--- src/rtl/muldiv_unit.sv ---
// Iterative shared multiply/divide engine: shift-add MULT, restoring DIV, HI/LO result pair.
// Optional MULDIV_EARLY_EXIT_EN lets MULT/MULTU leave RUN once the multiplier is exhausted.
module muldiv_unit #(
  parameter int unsigned WIDTH = 32
) (
  input  logic             clk,
  input  logic             reset,
  input  logic             start,
  input  logic [1:0]       op,
  input  logic [WIDTH-1:0] src_a,
  input  logic [WIDTH-1:0] src_b,
  output logic             busy,
  output logic             done,
  output logic             div_zero,
  output logic [WIDTH-1:0] hi,
  output logic [WIDTH-1:0] lo
);

  localparam int unsigned CNT_W = $clog2(WIDTH + 1);

  typedef enum logic [1:0] {StIdle, StRun, StFix} state_e;

  state_e               state_q, state_d;
  logic [CNT_W-1:0]     cnt_q, cnt_d;
  logic [2*WIDTH-1:0]   acc_q, acc_d;
  logic [2*WIDTH-1:0]   mcand_q, mcand_d;
  logic [WIDTH-1:0]     mplr_q, mplr_d;
  logic                 is_div_q, is_div_d;
  logic                 neg_lo_q, neg_lo_d;
  logic                 neg_hi_q, neg_hi_d;
  logic                 dz_pend_q, dz_pend_d;
  logic                 done_q, done_d;
  logic                 dz_q, dz_d;
  logic [WIDTH-1:0]     hi_q, hi_d;
  logic [WIDTH-1:0]     lo_q, lo_d;

  logic                 op_signed, op_div;
  logic                 a_neg, b_neg;
  logic [WIDTH-1:0]     a_mag, b_mag;
  logic [WIDTH:0]       shifted;
  logic [WIDTH-1:0]     diff;
  logic                 ge;
  logic [WIDTH-1:0]     mplr_next;
  logic [2*WIDTH-1:0]   prod_neg;

  assign op_signed = ~op[0];
  assign op_div    = op[1];
  assign a_neg     = op_signed & src_a[WIDTH-1];
  assign b_neg     = op_signed & src_b[WIDTH-1];
  assign a_mag     = a_neg ? -src_a : src_a;
  assign b_mag     = b_neg ? -src_b : src_b;

  // Restoring step: partial remainder shifted left with the next dividend bit appended.
  assign shifted   = {acc_q[2*WIDTH-1:WIDTH], acc_q[WIDTH-1]};
  assign ge        = shifted >= {1'b0, mcand_q[WIDTH-1:0]};
  assign diff      = shifted[WIDTH-1:0] - mcand_q[WIDTH-1:0];
  assign mplr_next = mplr_q >> 1;
  assign prod_neg  = -acc_q;

  always_comb begin
    state_d   = state_q;
    cnt_d     = cnt_q;
    acc_d     = acc_q;
    mcand_d   = mcand_q;
    mplr_d    = mplr_q;
    is_div_d  = is_div_q;
    neg_lo_d  = neg_lo_q;
    neg_hi_d  = neg_hi_q;
    dz_pend_d = 1'b0;
    done_d    = 1'b0;
    dz_d      = 1'b0;
    hi_d      = hi_q;
    lo_d      = lo_q;

    if (dz_pend_q) begin
      done_d = 1'b1;
      dz_d   = 1'b1;
    end

    unique case (state_q)
      StIdle: begin
        if (start) begin
          if (op_div && (src_b == '0)) begin
            dz_pend_d = 1'b1;
          end else begin
            is_div_d = op_div;
            cnt_d    = CNT_W'(WIDTH);
            neg_lo_d = a_neg ^ b_neg;
            neg_hi_d = a_neg;
            state_d  = StRun;
            if (op_div) begin
              acc_d   = {{WIDTH{1'b0}}, a_mag};
              mcand_d = {{WIDTH{1'b0}}, b_mag};
            end else begin
              acc_d   = '0;
              mcand_d = {{WIDTH{1'b0}}, a_mag};
              mplr_d  = b_mag;
`ifdef MULDIV_EARLY_EXIT_EN
              if (b_mag == '0) state_d = StFix;
`endif
            end
          end
        end
      end
      StRun: begin
        cnt_d = cnt_q - CNT_W'(1);
        if (is_div_q) begin
          acc_d[2*WIDTH-1:WIDTH] = ge ? diff : shifted[WIDTH-1:0];
          acc_d[WIDTH-1:0]       = {acc_q[WIDTH-2:0], ge};
        end else begin
          acc_d   = acc_q + (mplr_q[0] ? mcand_q : '0);
          mcand_d = mcand_q << 1;
          mplr_d  = mplr_next;
        end
        if (cnt_q == CNT_W'(1)) state_d = StFix;
`ifdef MULDIV_EARLY_EXIT_EN
        if (!is_div_q && (mplr_next == '0)) state_d = StFix;
`endif
      end
      StFix: begin
        done_d  = 1'b1;
        state_d = StIdle;
        if (is_div_q) begin
          lo_d = neg_lo_q ? -acc_q[WIDTH-1:0] : acc_q[WIDTH-1:0];
          hi_d = neg_hi_q ? -acc_q[2*WIDTH-1:WIDTH] : acc_q[2*WIDTH-1:WIDTH];
        end else begin
          {hi_d, lo_d} = neg_lo_q ? prod_neg : acc_q;
        end
      end
      default: state_d = StIdle;
    endcase
  end

  always_ff @(posedge clk) begin
    if (reset) begin
      state_q   <= StIdle;
      cnt_q     <= '0;
      acc_q     <= '0;
      mcand_q   <= '0;
      mplr_q    <= '0;
      is_div_q  <= 1'b0;
      neg_lo_q  <= 1'b0;
      neg_hi_q  <= 1'b0;
      dz_pend_q <= 1'b0;
      done_q    <= 1'b0;
      dz_q      <= 1'b0;
      hi_q      <= '0;
      lo_q      <= '0;
    end else begin
      state_q   <= state_d;
      cnt_q     <= cnt_d;
      acc_q     <= acc_d;
      mcand_q   <= mcand_d;
      mplr_q    <= mplr_d;
      is_div_q  <= is_div_d;
      neg_lo_q  <= neg_lo_d;
      neg_hi_q  <= neg_hi_d;
      dz_pend_q <= dz_pend_d;
      done_q    <= done_d;
      dz_q      <= dz_d;
      hi_q      <= hi_d;
      lo_q      <= lo_d;
    end
  end

  assign busy     = (state_q != StIdle);
  assign done     = done_q;
  assign div_zero = dz_q;
  assign hi       = hi_q;
  assign lo       = lo_q;

endmodule

--- config.mk ---
export PLATFORM = sky130hd
export DESIGN_NAME = muldiv_unit
export DESIGN_NICKNAME = d
export VERILOG_FILES = /design/src/rtl/muldiv_unit.sv
export SDC_FILE = /design/constraint.sdc
export NUM_CORES = 1
export LEC_CHECK = 0
export CORE_ASPECT_RATIO = 0.9
export CORE_UTILIZATION = 30
export DETAILED_ROUTE_END_ITERATION = 8
export HOLD_SLACK_MARGIN = 0.12
export REMOVE_ABC_BUFFERS = 1
export SLEW_MARGIN = 20
export SYNTH_ARGS = -nofsm -noshare
export SYNTH_HDL_FRONTEND = slang
export SYNTH_SLANG_ARGS = --single-unit
--- constraint.sdc ---
create_clock -name clk -period 3.3 [get_ports clk]
set_clock_uncertainty 0.2 [all_clocks]
set_input_delay 0.495 -clock clk [delete_from_list [all_inputs] [get_ports clk]]
set_output_delay 0.495 -clock clk [all_outputs]
set_load 0.05 [all_outputs]
# Yosys cells after proc, flatten, opt, wreduce, memory -nomap -nowiden
# Cells that the tools add are included.
[totals] reg_bits=238 latchBits=0 ram_bits=0 mem_bits_ro=0 out_inout_bits=67 wordCells=82 n_memories=0
[classes] add_sub_neg=8 n_mul=0 div_mod_pow=0 magnitude_cmp=1 eq_ne=8 shift=0 n_mux=34 bitwise=7 n_reduce_logical=11
[op_table] op="2-to-1 mux 64 bit" n=8
[op_table] op="2-to-1 mux 32 bit" n=13
[op_table] op="case mux 64 bit (2 select lines)" n=2
[op_table] op="negation 32 bit" n=4
[op_table] op="adder 64 bit" n=1
[op_table] op="negation 64 bit" n=1
[op_table] op="case mux 32 bit (2 select lines)" n=1
[op_table] op=">= comparator 33 x 32 -> 1 bit" n=1
[op_table] op="zero test 32 bit" n=1
[op_table] op="subtractor 32 bit" n=1
[op_table] op="2-to-1 mux 6 bit" n=2
[op_table] op="case mux 6 bit (2 select lines)" n=1
[op_table] op="!= test 2 bit (second input constant)" n=5
[op_table] op="AND reduction 3 bit" n=3
[op_table] op="== test 6 x 1 -> 1 bit (second input constant)" n=1
[op_table] op="2-to-1 mux 2 bit" n=3
[op_table] op="subtractor 6 x 1 -> 6 bit (second input constant)" n=1
[op_table] op="AND reduction 5 bit" n=1
[op_table] op="inverter 1 bit" n=4
[op_table] op="case mux 2 bit (2 select lines)" n=1
[op_table] op="AND reduction 4 bit" n=1
[op_table] op="nonzero test 2 bit" n=2
[op_table] op="2-to-1 mux 1 bit" n=3
[op_table] op="OR reduction 3 bit" n=1
[op_table] op="other kinds (6)" n=7

# Depth between registers and ports, before layout
# Gate-level depths: netlist of the first run.
[depth] depth_word=7 depth_mapped=16

# Worst setup path after synthesis of the first run
# Ideal clock, no wire load.
[synth_timing] kind="reg-to-reg" from="register mplr_q[0]" to="register acc_q[63]" setup_time_ns=0.122 t_arrival_ns=3.323 required_time_ns=2.978 slack_ns=-0.345 stages_incl_launch_ff=15 n_path_buf=2 path_cell_list="dfxtp_1 > clkbuf_1 > clkbuf_1 > and2_1 > ha_1 > o211ai_1 > o211ai_1 > a41oi_2 > a211o_1 > a2111oi_2 > o2111a_1 > nor2b_1 > o311ai_1 > a2111oi_0 > a221o_1"
[synth_between] elab_chain_cells=4
[synth_rtl] item="start: declaration" line="27" text="logic [WIDTH-1:0] mplr_q, mplr_d;"
[synth_rtl] item="start signal: assignment" line="154" text="mplr_q <= mplr_d;"
[synth_rtl] item="2-to-1 mux 64 bit" line="111" text="acc_d = acc_q + (mplr_q[0] ? mcand_q : '0);"
[synth_rtl] item="adder 64 bit" line="111"
[synth_rtl] item="2-to-1 mux 64 bit" line="107" text="if (is_div_q) begin"
[synth_rtl] item="case mux 64 bit (2 select lines)" line="80" text="unique case (state_q)"
[synth_rtl] item="end signal: assignment" line="138" text="acc_q <= '0;"
[synth_rtl] item="end signal: assignment" line="152" text="acc_q <= acc_d;"
[synth_rtl] item="end: declaration" line="25" text="logic [2*WIDTH-1:0] acc_q, acc_d;"
# Every way passes these cells.
# A chain may end at the register's enable or synchronous reset.

# Final worst setup path of the first run
# Ends and elaborated chain as after synthesis.

==> results of run 1 <==
-- registers in the layout, indices dropped and copies added, names as in the netlist --
signal     count
lo            32
neg_hi_q       1
hi            32
dz_pend_q      1
acc_q         64
mcand_q       64
cnt_q          6
mplr_q        32
state_q        2
done           1
neg_lo_q       1
div_zero       1
is_div_q       1
-- synthesized netlist by cell type (all sizes together), types with 18 or more instances --
cell type    n
nand2      289
a21oi      267
dfxtp      238
nor2       236
clkbuf     145
o21ai      142
a211oi     132
xnor2      107
ha         101
xor2       100
and2        78
inv         64
a21o        61
nand3       59
nor3        54
o211ai      44
buf         29
nand2b      27
or3         27
nor4        26
o21bai      22
nand4       21
o31ai       21
nor2b       20
a221o       18
a31oi       18
-- cell families after synthesis --
logic type	share of synthesized area [%]
XOR/XNOR	9.606
AO/OA/AOI/OAI	29.75
adder cells (fa/ha/maj)	6.908
buffers and inverters	4.932
AND/OR/NAND/NOR	22.65
multiplexers	0.9016
flip-flops	25.25
-- how the worst min path moves through the flow --
stage,startpoint,endpoint,slack (ns),cells after the start
2_1_floorplan,mplr_q[10]$_SDFFE_PP0P_,mplr_q[10]$_SDFFE_PP0P_,0.23,2
3_3_place_gp,hi[4]$_SDFFE_PP0P_,hi[4]$_SDFFE_PP0P_,0.24,2
3_5_place_dp,mplr_q[10]$_SDFFE_PP0P_,mplr_q[10]$_SDFFE_PP0P_,0.24,2
4_1_cts,mcand_q[32]$_SDFFE_PP0P_,mcand_q[33]$_SDFFE_PP0P_,0.24,2
5_1_grt,mcand_q[32]$_SDFFE_PP0P_,mcand_q[33]$_SDFFE_PP0P_,0.26,2
6_report,mcand_q[32]$_SDFFE_PP0P_,mcand_q[33]$_SDFFE_PP0P_,0.24,2
-- worst max-delay path, delay by kind of cell (launching register included) --
| kind | cells | cell delay (ns) |
|---|---|---|
| flops | 1 | 0.37 |
| compound gates | 6 | 1.46 |
| simple gates | 5 | 0.85 |
| fa+ha+maj | 1 | 0.27 |
| buf+inv | 3 | 0.45 |
-- routing by layer --
metal  GRT usage, %  part of all wire [%]  up-vias
li1               -                     -    10590
met1          34.94                    46    10280
met2          35.59                    42      868
met3          4.209                   9.1      140
met4          7.106                   3.3        0
met5              0                     0        -
-- power by group --
group / leakage (nW) / switching [mW] / internal [mW]
logic: 9.31 / 1.89 / 1.55
registers: 1.94 / 0.181 / 3.05
clock network: 0.512 / 1.44 / 2.13
total: 11.8 / 3.51 / 6.72
-- per-stage QoR --
stage          setup slack (ns)  setup TNS, ns  total power [mW]  instances
2_1_floorplan            -3.702        -374.25             4.734       2376
4_1_cts                 -0.3387         -5.245             10.06       4025
6_report                -0.3732         -6.382             10.23       4058
3_5_place_dp            -0.6285         -65.64             6.338       3954
3_3_place_gp            -0.6070         -56.10             6.326       3954
5_1_grt                 -0.5161         -10.54             10.65       4053
-- final cells by class --
type,count,area (µm²),share of cell area (%)
tap,836,1046,3.654
antenna,5,12.51,0.04370
clock inverter,12,146.4,0.5113
inverter,64,244.0,0.8522
timing repair buffer,785,6580,22.98
clock buffer,44,904.6,3.160
multi-input combinational,2074,14910,52.07
sequential,238,4788,16.72
-- layout by cell type, fill, tap and decap left out, types with 54 or more instances in the layout --
master and count:
buf_4 613, nor2_1 221, inv_1 60, xnor2_1 93
and2_1 58, xor2_1 97, clkdlybuf4s50_1 133, a21o_1 60
nand2_1 282, dfxtp_1 225, a21oi_1 230, o21ai_0 104
a211oi_1 122, ha_1 62, nand3_1 54
-- timing repair --
| action | CTS | global route |
|---|---|---|
| gates resized for setup | 178 | 185 |
| setup endpoints to repair | 48 | 109 |
| buffers inserted | 14 | 27 |
| pin swaps | 71 | 110 |
| gates cloned | 3 | 1 |
| endpoints found under the hold margin | 16 | 0 |
| hold buffers | 1 | 0 |
==> flow_summary.toml, run 1 <==
[grt]
antenna_found_initial = 1
grt_pass1_wl_mm = 119.7
grt_max_degree = 159
grt_overflow = 0
first_global_vias = 20290
grt_usage_pct = 23.99

[sta]
report.final.slew_viol_count = 0
rsz0062_at_grt = "true"
worst_slew_pin_slew_ns = 1.013
fin_crit_sh_pct = 111.3
relSlewSlack_pct = 32.49
period_needed_ns = 3.673
finalWorstSetupSlack_ns = -0.3732
max_freq_mhz = 272.2
hold_violations = 0
hold_slack_ns = 0.2374
setup_viol = 35

[die]
ios = 136
fp.dieW_um = 266.4
dieArea_um2 = 63920
start_util_pct = 30.61
fp.dieH_um = 239.9
core_um2 = 61660
num_rows = 86

[cts]
cts_buffers = 31
cts-htree-levels = 1
cts_sinks = 238
cts.clk_slew.worst_paths_ns = 0.07
clockBufferDepth = 3
cts_tree = "done"
clock-root-buffer = "clkbuf_16"
insertion_delay_ns = 0.60

[synth]
syn_avg_cell_area_um2 = 7.401
yosys.area.top_type = "dfxtp_1"
synth_flop_cell = "dfxtp_1"
ys_warn_count = 0
netlist_area_um2 = 18870
synthTopCellsByArea = "dfxtp_1, a21oi_1, ha_1"
synth_seq_cells = 238
yosysSeqAreaShare_pct = 25.25
synth_edf_count = 0
syn-instance-count = 2550
ys_types = 88
synth_top_area_share_pct = 25.25
async_flop_share_pct = 0

[placement]
place_congestion = 1.019
dp_hpwl_mm = 60.41
dpl_cell_area_um2 = 25360
port-buffer-count = 135

[worst_setup_path]
slowest_stage = "dfxtp_4"
critPathLaunch = "mplr_q[0]$_SDFFE_PP0P_"
r2r_end = "acc_q[63]$_SDFFE_PP0P_"
worst_setup_path_start_kind = "register"
cp_cell_sequence = "buf_12, buf_16, and2_4, ha_4, nand4_1, nor3_4, nand2_2, a211o_4, a2111oi_4, buf_4, o2111a_1, nand4b_1, o311ai_2, a21o_1, a221o_1"
crit_end = "acc_q[63]$_SDFFE_PP0P_"
endpoint_kind = "register"
cp_max_fo = 7
rr_worst_depth = 15
slowest_delay_ns = 0.37
arrival_ns = 3.97
regToRegSetupSlack_ns = -0.37
required_ns = 3.60
critical_path_class = "register to register"
reg2reg_from = "mplr_q[0]$_SDFFE_PP0P_"

[finish]
drive_gt1_share_pct = 30.53
finish.utilization_pct = 46.43
fillCellCount = 5898
final_area_um2 = 28630
final_nets = 3366
area_growth_pct = 51.70

[worst_hold_path]
hp-class = "register to register"

[drt]
first_iter_violations = 2155
num_vias = 21890
route.detailed.drc = 0
postRouteAntennaNets = 0
wl_per_cell_um = 19.71
drtPass1Iterations = 5
via_per_inst = 5.393
totalWireLength_mm = 80.00

[job]
cap_violations = 0

[pwr]
powerDensity_nw_per_um2 = 357.5
p_leak_nw = 11.76
vdd.ir_drop.worst_uv = 318.0

[run_status]
failed_checks = "negative setup slack"
status = "finished with violations"
(Power assumes the default switching activity.)
==> run 2: changes to the inputs <==
--- a/config.mk
+++ b/config.mk
@@ -6,6 +6,7 @@
 export NUM_CORES = 1
 export LEC_CHECK = 0
 export CORE_ASPECT_RATIO = 0.9
+export CORE_MARGIN = 2
 export CORE_UTILIZATION = 30
 export DETAILED_ROUTE_END_ITERATION = 8
 export HOLD_SLACK_MARGIN = 0.12
==> run 2 against run 1 <==
Cell count is essentially flat. Via count is essentially flat. Maximum frequency grew 1.3%. Worst hold slack lost 0.050 ns. The run still ends with negative setup slack left. Design area shrank 1.8%. Utilization shrank 1.5 points. Sequential power is essentially flat. Combinational power shrank 1%. Highest routed layer is now met5. Count of clock-buffer cells in the layout shrank 6.
==> flow_summary.toml, run 2 (synthesized netlist as in run 1, its figures left out) <==
[placement]
dpl_cell_area_um2 = 25410
port-buffer-count = 135
dpl_worst_slack_ns = -0.6359
place_congestion = 0.9815
dp_hpwl_mm = 62.64

[job]
cap_violations = 0

[cts]
clockBufferDepth = 3
clock-root-buffer = "clkbuf_16"
cts.clk_slew.worst_paths_ns = 0.07
cts-htree-levels = 1
cts_sinks = 238
insertion_delay_ns = 0.60
cts_tree = "done"
cts_buffers = 30

[sta]
report.final.slew_viol_count = 0
max_freq_mhz = 275.7
finalWorstSetupSlack_ns = -0.3272
setup_viol = 39
fin_crit_sh_pct = 109.9
worst_slew_pin_slew_ns = 0.9676
period_needed_ns = 3.627
rsz0062_at_grt = "true"
relSlewSlack_pct = 35.49
hold_violations = 0

[pwr]
switching_share_pct = 35.26
switching_power_mw = 3.532
power_mw = 10.02
powerDensity_nw_per_um2 = 356.4
p_leak_nw = 11.61
p_int_mw = 6.486
p_seq_share_pct = 32.1
clockPowerShare_pct = 34.0
p_comb_share_pct = 33.9
vdd.ir_drop.worst_uv = 272.6

[die]
num_rows = 87
core_um2 = 62480
start_util_pct = 30.21
ios = 136
dieArea_um2 = 64930
fp.dieW_um = 268.4
fp.dieH_um = 241.9

[run_status]
failed_checks = "negative setup slack"
status = "finished with violations"

[worst_setup_path]
cp_cell_sequence = "buf_12, buf_12, and2_4, ha_4, nand2_1, buf_4, nor2_1, a22oi_2, and3_4, a2111oi_4, o2111a_2, nand4b_1, o311ai_2, a21o_1, a221o_1"
crit_top_cell = "buf_12"
cp_max_fo = 5
rr_worst_depth = 15
required_ns = 3.59
critPathLaunch = "mplr_q[0]$_SDFFE_PP0P_"
critical_path_class = "register to register"
reg2reg_from = "mplr_q[0]$_SDFFE_PP0P_"
arrival_ns = 3.91
endpoint_kind = "register"
slowest_stage = "dfxtp_4"
worst_setup_path_start_kind = "register"
slowest_delay_ns = 0.40

[drt]
num_vias = 21870
route.detailed.drc = 0
totalWireLength_mm = 80.70
drtPass1Iterations = 6
postRouteAntennaNets = 0
via_per_inst = 5.388
wl_per_cell_um = 19.88
first_iter_violations = 2045

[finish]
layout_common_cells = "buf_4, nand2_1, a21oi_1"
fillCellCount = 6248
reg.largest.list = "acc_q x64, mcand_q x64"
final_nets = 3361
layout_commonest_cell = "buf_4"
register_area_um2 = 4798
area_growth_pct = 48.91
drive_gt1_share_pct = 29.19
final_area_um2 = 28100
multiInputGateArea_um2 = 14500

[worst_hold_path]
min_from = "op[1]"
hold_path_depth = 4
hp-class = "primary input to register"

[grt]
grt_pass1_wl_mm = 123.0
grt_usage_pct = 24.19
grt_overflow = 0
grt_max_degree = 71
antenna_found_initial = 1
first_global_vias = 20500
run 2: changes by cell type in the layout (fill, tap and decap cells not counted), moves of 8 or more:
cell,previous run,this run
ha_4,37,25
and2_4,20,12
o21ai_0,104,113
dfxtp_1,225,217
o21ai_2,17,9
ha_1,62,73
and2_1,58,66
dfxtp_2,10,18
run 2: worst paths after layout:
kind / to / slack [ns]
max reg2reg: acc_q[63]$_SDFFE_PP0P_ / -0.33
min: is_div_q$_SDFFE_PP0P_ / 0.19
min reg2reg: mplr_q[3]$_SDFFE_PP0P_ / 0.25
max: acc_q[63]$_SDFFE_PP0P_ / -0.33
run 2: what timing repair did:
item                                   4_1_cts  5_1_grt
resized for setup                          205       89
setup endpoints to repair                   44       70
hold buffers                                 1        0
pin swaps                                   70       68
endpoints found under the hold margin       11        0
cloned                                       2        1
buffers inserted                            14       17
run 2: metrics by stage:
stage | hold WS (ns) | setup TNS, ns | instances | utilization, %
4_1_cts | 0.1560 | -4.613 | 4041 | 44.09
5_1_grt | 0.2055 | -11.28 | 4058 | 44.98
3_5_place_dp | 0.2431 | -59.88 | 3970 | 40.66
2_1_floorplan | 0.2259 | -374.25 | 2376 | -
6_report | 0.1874 | -6.146 | 4059 | 44.98
3_3_place_gp | 0.2398 | -59.44 | 3970 | 40.66
run 2: area by class of cell:
cell class              count  share of cell area [%]
flip-flops and latches    238                   17.07
clock inverters            18                  0.5654
repair buffers            781                   23.12
well taps                 845                   3.762
inverters                  64                  0.8681
clock buffers              38                   3.027
multi-input cells        2074                   51.58
diodes                      1                0.008904
run 2: routing by layer:
metal | share of wire [%] | up-vias | GRT usage [%]
li1 | - | 10600 | -
met1 | 47 | 10390 | 35.61
met2 | 43 | 788 | 36.33
met3 | 8.5 | 97 | 4.198
met4 | 2.4 | 2 | 5.670
met5 | 0.0087 | - | 0
run 2: worst max-delay path, delay by kind of cell, from the launching register on:
family                   cells  cell delay, ns
buffers and inverters        3            0.44
adder cells (fa/ha/maj)      1            0.27
flip-flops                   1            0.40
AO/OA/AOI/OAI                6            1.39
AND/OR/NAND/NOR              5            0.81
run 2: power by group through the flow:
stage	clock, mW	sequential, mW	combinational [mW]
3_3_place_gp	0	3.25	3.09
5_1_grt	3.58	3.23	3.66
3_5_place_dp	0	3.25	3.10
4_1_cts	3.48	3.20	3.24
2_1_floorplan	0	3.29	1.45
6_report	3.40	3.21	3.40
